## config.mk

```make
export PLATFORM = sky130hd
export DESIGN_NAME = cordic_rotation_iter
export DESIGN_NICKNAME = d
export VERILOG_FILES = /design/src/rtl/cordic_rotation_iter.sv
export SDC_FILE = /design/constraint.sdc
export NUM_CORES = 1
export LEC_CHECK = 0
export ABC_AREA = 1
export BUFFER_PORTS_ARGS = -buffer_cell sky130_fd_sc_hd__buf_2
export CORE_UTILIZATION = 56
export DETAILED_ROUTE_END_ITERATION = 8
export PLACE_DENSITY = 0.81
export SLEW_MARGIN = 5
export SYNTH_ARGS = -nofsm -noshare
export SYNTH_HDL_FRONTEND = slang
export SYNTH_SLANG_ARGS = --single-unit
```

## constraint.sdc

```tcl
create_clock -name clk -period 5.3 [get_ports clk]
set_input_delay 0.53 -clock clk [delete_from_list [all_inputs] [get_ports clk]]
set_output_delay 0.53 -clock clk [all_outputs]
set_load 0.01 [all_outputs]
```

## src/rtl/cordic_rotation_iter.sv

```systemverilog
// -----------------------------------------------------------------------------
// cordic_rotation_iter
// Iterative rotation-mode CORDIC: rotates (x_in, y_in) by angle z_in and
// returns the vector scaled by the CORDIC gain K ~= 1.6468. One micro-rotation
// per clock. Angles are binary angle units, 2^(WORD_WIDTH-1) = pi.
//
// Ports
//   clk    : rising-edge clock
//   rst    : synchronous active-high reset
//   start  : request, sampled only in IDLE
//   x_in   : signed vector x
//   y_in   : signed vector y
//   z_in   : signed rotation angle
//   busy   : high from the cycle after start is accepted until done
//   done   : one-cycle pulse, x_out/y_out valid
//   x_out  : K*(x*cos z - y*sin z)
//   y_out  : K*(x*sin z + y*cos z)
//
// Optional feature macro: CORDIC_QUAD_CORR_EN
//   Adds a one-cycle PRE state that folds |z| > pi/2 into range by a
//   +/-90 degree pre-rotation, giving the full [-pi, pi) angle range.
//
// state  | meaning
// IDLE   | waiting for start
// PRE    | quadrant correction (macro only)
// ITER   | one micro-rotation per cycle, index i
// DONE   | load outputs, done pulse issued next cycle
// -----------------------------------------------------------------------------
module cordic_rotation_iter #(
    parameter int WORD_WIDTH  = 16,
    parameter int SHIFT_WIDTH = 4,
    parameter int ITERATIONS  = 16
) (
    input  logic                  clk,
    input  logic                  rst,
    input  logic                  start,
    input  logic [WORD_WIDTH-1:0] x_in,
    input  logic [WORD_WIDTH-1:0] y_in,
    input  logic [WORD_WIDTH-1:0] z_in,
    output logic                  busy,
    output logic                  done,
    output logic [WORD_WIDTH-1:0] x_out,
    output logic [WORD_WIDTH-1:0] y_out
);

    localparam int XW = WORD_WIDTH + 1;
    localparam logic [SHIFT_WIDTH-1:0] LAST_I = SHIFT_WIDTH'(ITERATIONS - 1);
    localparam logic signed [XW-1:0] QUARTER = {2'b00, 1'b1, {(WORD_WIDTH-2){1'b0}}};
    // Round-to-nearest when narrowing the 32-bit table to WORD_WIDTH.
    localparam int          RND_SH = (WORD_WIDTH < 32) ? (31 - WORD_WIDTH) : 0;
    localparam logic [32:0] RND    = (WORD_WIDTH < 32) ? (33'd1 << RND_SH) : 33'd0;

`ifdef CORDIC_QUAD_CORR_EN
    typedef enum logic [1:0] {S_IDLE = 2'd0, S_PRE = 2'd1, S_ITER = 2'd2, S_DONE = 2'd3} state_t;
`else
    typedef enum logic [1:0] {S_IDLE = 2'd0, S_ITER = 2'd2, S_DONE = 2'd3} state_t;
`endif

    // atan(2^-k) with pi = 2^31.
    function automatic logic signed [XW-1:0] atan_lut(input logic [SHIFT_WIDTH-1:0] idx);
        logic [4:0]  k;
        logic [31:0] c;
        logic [32:0] r;
        k = 5'(idx);
        case (k)
            5'd0:  c = 32'd536870912;
            5'd1:  c = 32'd316933406;
            5'd2:  c = 32'd167458907;
            5'd3:  c = 32'd85004756;
            5'd4:  c = 32'd42667331;
            5'd5:  c = 32'd21354465;
            5'd6:  c = 32'd10679838;
            5'd7:  c = 32'd5340245;
            5'd8:  c = 32'd2670163;
            5'd9:  c = 32'd1335087;
            5'd10: c = 32'd667544;
            5'd11: c = 32'd333772;
            5'd12: c = 32'd166886;
            5'd13: c = 32'd83443;
            5'd14: c = 32'd41722;
            5'd15: c = 32'd20861;
            5'd16: c = 32'd10430;
            5'd17: c = 32'd5215;
            5'd18: c = 32'd2608;
            5'd19: c = 32'd1304;
            5'd20: c = 32'd652;
            5'd21: c = 32'd326;
            5'd22: c = 32'd163;
            5'd23: c = 32'd81;
            5'd24: c = 32'd41;
            5'd25: c = 32'd20;
            5'd26: c = 32'd10;
            5'd27: c = 32'd5;
            5'd28: c = 32'd3;
            5'd29: c = 32'd1;
            5'd30: c = 32'd1;
            default: c = 32'd0;
        endcase
        r = ({1'b0, c} + RND) >> (32 - WORD_WIDTH);
        return XW'(r);
    endfunction

    state_t                  state_q, state_d;
    logic signed [XW-1:0]    x_q, x_d, y_q, y_d, z_q, z_d;
    logic [SHIFT_WIDTH-1:0]  i_q, i_d;
    logic                    busy_q, busy_d, done_q, done_d;
    logic [WORD_WIDTH-1:0]   x_out_q, x_out_d, y_out_q, y_out_d;
    logic signed [XW-1:0]    x_sh, y_sh, atan_i;

    always_comb begin
        state_d = state_q;
        x_d     = x_q;
        y_d     = y_q;
        z_d     = z_q;
        i_d     = i_q;
        busy_d  = busy_q;
        done_d  = 1'b0;
        x_out_d = x_out_q;
        y_out_d = y_out_q;
        x_sh    = x_q >>> i_q;
        y_sh    = y_q >>> i_q;
        atan_i  = atan_lut(i_q);

        case (state_q)
            S_IDLE: begin
                if (start) begin
                    x_d    = XW'($signed(x_in));
                    y_d    = XW'($signed(y_in));
                    z_d    = XW'($signed(z_in));
                    i_d    = '0;
                    busy_d = 1'b1;
`ifdef CORDIC_QUAD_CORR_EN
                    state_d = S_PRE;
`else
                    state_d = S_ITER;
`endif
                end
            end
`ifdef CORDIC_QUAD_CORR_EN
            S_PRE: begin
                // +/-90 degree pre-rotation so ITER only sees |z| <= pi/2.
                if (z_q > QUARTER) begin
                    x_d = -y_q;
                    y_d = x_q;
                    z_d = z_q - QUARTER;
                end else if (z_q < -QUARTER) begin
                    x_d = y_q;
                    y_d = -x_q;
                    z_d = z_q + QUARTER;
                end
                state_d = S_ITER;
            end
`endif
            S_ITER: begin
                if (!z_q[XW-1]) begin
                    x_d = x_q - y_sh;
                    y_d = y_q + x_sh;
                    z_d = z_q - atan_i;
                end else begin
                    x_d = x_q + y_sh;
                    y_d = y_q - x_sh;
                    z_d = z_q + atan_i;
                end
                i_d = i_q + 1'b1;
                if (i_q == LAST_I) state_d = S_DONE;
            end
            S_DONE: begin
                x_out_d = x_q[WORD_WIDTH-1:0];
                y_out_d = y_q[WORD_WIDTH-1:0];
                done_d  = 1'b1;
                busy_d  = 1'b0;
                state_d = S_IDLE;
            end
            default: state_d = S_IDLE;
        endcase
    end

    always_ff @(posedge clk) begin
        if (rst) begin
            state_q <= S_IDLE;
            x_q     <= '0;
            y_q     <= '0;
            z_q     <= '0;
            i_q     <= '0;
            busy_q  <= 1'b0;
            done_q  <= 1'b0;
            x_out_q <= '0;
            y_out_q <= '0;
        end else begin
            state_q <= state_d;
            x_q     <= x_d;
            y_q     <= y_d;
            z_q     <= z_d;
            i_q     <= i_d;
            busy_q  <= busy_d;
            done_q  <= done_d;
            x_out_q <= x_out_d;
            y_out_q <= y_out_d;
        end
    end

    assign busy  = busy_q;
    assign done  = done_q;
    assign x_out = x_out_q;
    assign y_out = y_out_q;

endmodule
```

==> impl_metrics.toml <==
[drt]
via_count = 10300
ant_nets = 0
wl_per_cell_microns = 16.3
viasPerCell = 5.78
drtIter0Drc = 829
drc = 0
drt_wl_total_mm = 29.0
drtPass1Iterations = 5

[setup_path]
worstSetupPathType = "reg -> reg"
worstPathArrival_ns = 4.78
crit_path_max_fanout = 25
cp.required_ns = 5.59
critPathLaunchType = "flop"
critPathCaptureType = "flop"

[floorplanning]
io_pins = 85
die_w_microns = 132
dieHeight_microns = 132
fp-row-count = 47
coreArea_sq_mm = 0.0166
start_util_pct = 57.2
dieArea_sq_mm = 0.0175

[hold_path]
hold_class = "in -> reg"

[clock_tree]
ctsResizeCount = 0
cts_max_level = 3
cts_tree = "done"
clk-insertion-delay-late_ns = 0.36
cts_made_buffers = 9
cts-root-buf = "clkbuf_16"
hold_buffers = 0
clock-sinks = 106
clk_path_buf_depth = 2
clk_pin_slew_ns = 0.08
post-cts-setup-buffers = 0

[placed_design]
gp_congestion = 0.977
dpl.hpwl_mm = 21.9
port_buffers = 84
numPlacedInstances = 1761
dpl_cell_area_sq_mm = 0.00997
dp_slack_ns = 0.928

[yosys]
synth_nets = 1621
yosys.area.top_type = "dfxtp_1"
synth_ff_type = "dfxtp_1"
syn-cell-area_sq_mm = 0.00949
ys_warn_count = 0
synth_area_leaders = "dfxtp_1 (22%), nand2_1 (17%), nand3_1 (11%), ha_1 (7.8%), inv_1 (5.6%)"
synth_top_area_share_pct = 22.4
synthArstFlopShare_pct = 0
ys_ff_latch = 106
synth_edf_count = 0
synth_area_per_cell_sq_um = 6.29
ys_types = 56
seq_area_frac_synth_pct = 22.4
synthCells = 1508

[sta]
setup_viol = 0
hold_violations = 0
maxSlewHeadroom_pct = 17.6
finalSetupTns_ns = 0
rsz0062_at_grt = "false"
finalCritPeriodShare_pct = 84.7
report.final.slew_viol_count = 0
max_slew.worst_pin.slew_ns = 1.23
min_period_ns = 4.49
max_freq_mhz = 223
final.setup_skew_ns = 0.00832
timing.final.ws_setup_ns = 0.810

[power_and_ir_drop]
peakVddDrop_mv = 0.211
powerDensity_mw_per_mm2 = 400
pwr-share-comb_pct = 57.6
power.share.clock_pct = 17.4
power.share.sequential_pct = 25.0
internal_power_mw = 2.11
total_power_mw = 4.10
netSwitchingPower_mw = 1.99
power.leakage_nw = 5.23
sw_frac_of_total_pct = 48.5

[finish]
nets = 1665
antennaDiodeCount = 0
post_layout_nonfiller_instances = 1777
final_area_sq_mm = 0.0103
layout-drive-gt1-share_pct = 12.6
area_growth_pct = 8.27

[global_routing]
grt_antenna_before_repair = 1
globalRouteMet3Util_pct = 7.19
overflow = 0
first_global_vias = 9175
grt_first_pass_wirelength_mm = 46.0
grt_start_max_net_pins = 53
grt_use_met2_pct = 55.8
track_usage_pct = 33.1
busiest_layer = "met2"
grt_use_met1_pct = 40.5

[flow_run]
drv_cap = 0

[run_status]
status = "finished, final reports clean"
## cell usage in the layout, fill, tap and decap left out, types with 6 or more instances in the layout
master	instances
buf_4	15
a21o_1	6
clkbuf_16	9
xor2_1	41
a21oi_1	92
dfxtp_1	106
ha_1	59
o21ai_0	100
o21ai_1	8
nand4_1	9
o21ai_2	6
nand2_1	419
nand2_2	22
xnor2_1	24
a31oi_1	12
nor2_1	79
nand3_2	13
buf_2	84
inv_1	142
o211ai_1	16
nor2_2	12
inv_2	7
nand3_1	203
## per-layer routing
| metal | share of wire, % | vias to the layer above | wire length [microns] |
|---|---|---|---|
| li1 | - | 5093 | - |
| met1 | 41 | 4632 | 11800 |
| met2 | 46 | 455 | 13400 |
| met3 | 8.1 | 97 | 2360 |
| met4 | 4.8 | 0 | 1380 |
| met5 | 0 | - | 0 |
## final timing paths
kind / from / to / slack (ns) / cells after the start
setup / recovery: i_q[0]$_SDFFE_PP0P_ / x_q[13]$_SDFFE_PP0P_ / 0.81 / 24
hold / removal: y_in[0] / y_q[0]$_SDFFE_PP0P_ / 0.43 / 3
setup reg to reg: i_q[0]$_SDFFE_PP0P_ / x_q[13]$_SDFFE_PP0P_ / 0.81 / 24
hold reg to reg: x_out[0]$_SDFFE_PP0P_ / x_out[0]$_SDFFE_PP0P_ / 0.47 / 2
## power by group through the flow
stage | Clock, mW | Combinational [mW] | Sequential [mW]
after floorplan | 0 | 1.86 | 0.961
after global placement | 0 | 2.28 | 1.04
after detailed placement | 0 | 2.32 | 1.04
after CTS | 0.716 | 2.34 | 1.02
after global routing | 0.750 | 2.66 | 1.03
final | 0.714 | 2.37 | 1.02
## logic make-up after synthesis
family / synth area share [%]
buffers and inverters: 9.67
XOR/XNOR: 6.17
flip-flops: 22.4
AO/OA/AOI/OAI: 16.6
adder cells (fa/ha/maj): 8.41
AND/OR/NAND/NOR: 36.8
## critical path: stages (launching register included)
cell and delay (ns):
dfxtp_1 0.71, buf_4 0.38, nand2_1 0.11, nand3_1 0.12, nand2_1 0.06, o21ai_0 0.20, inv_1 0.08, o21ai_2 0.20
inv_1 0.08, ha_1 0.20, nand3_1 0.10, nor2_2 0.07, a21oi_1 0.15, xor2_1 0.16, inv_1 0.06, ha_1 0.33
a21oi_1 0.22, o21ai_0 0.11, nand2_1 0.07, nand3_1 0.14, a21o_1 0.20, or2_2 0.27, a31oi_1 0.13, o21ai_0 0.11
a21oi_1 0.14
## synthesized netlist by cell type (22+ instances only)
cell,n
dfxtp_1,106
a21oi_1,92
o21ai_0,100
nand2_2,22
nand3_1,203
ha_1,59
xnor2_1,24
nand2_1,419
inv_1,142
xor2_1,41
nor2_1,82
clkbuf_1,33
## metrics by stage
stage	util, %	hold slack (ns)
after floorplan	-	0.450
after global placement	60.1	0.455
after detailed placement	60.1	0.460
after CTS	61.9	0.427
after global routing	61.9	0.431
final	61.9	0.425
## area by class of cell
type                       instances  area [sq um]
multi-input combinational       1185          6470
fill                            1592          6310
sequential                       106          2120
inverter                         151           574
timing repair buffer              99           533
tap                              220           275
clock buffer                       9           225
clock inverter                     7          76.3
(Power assumes the default switching activity.)
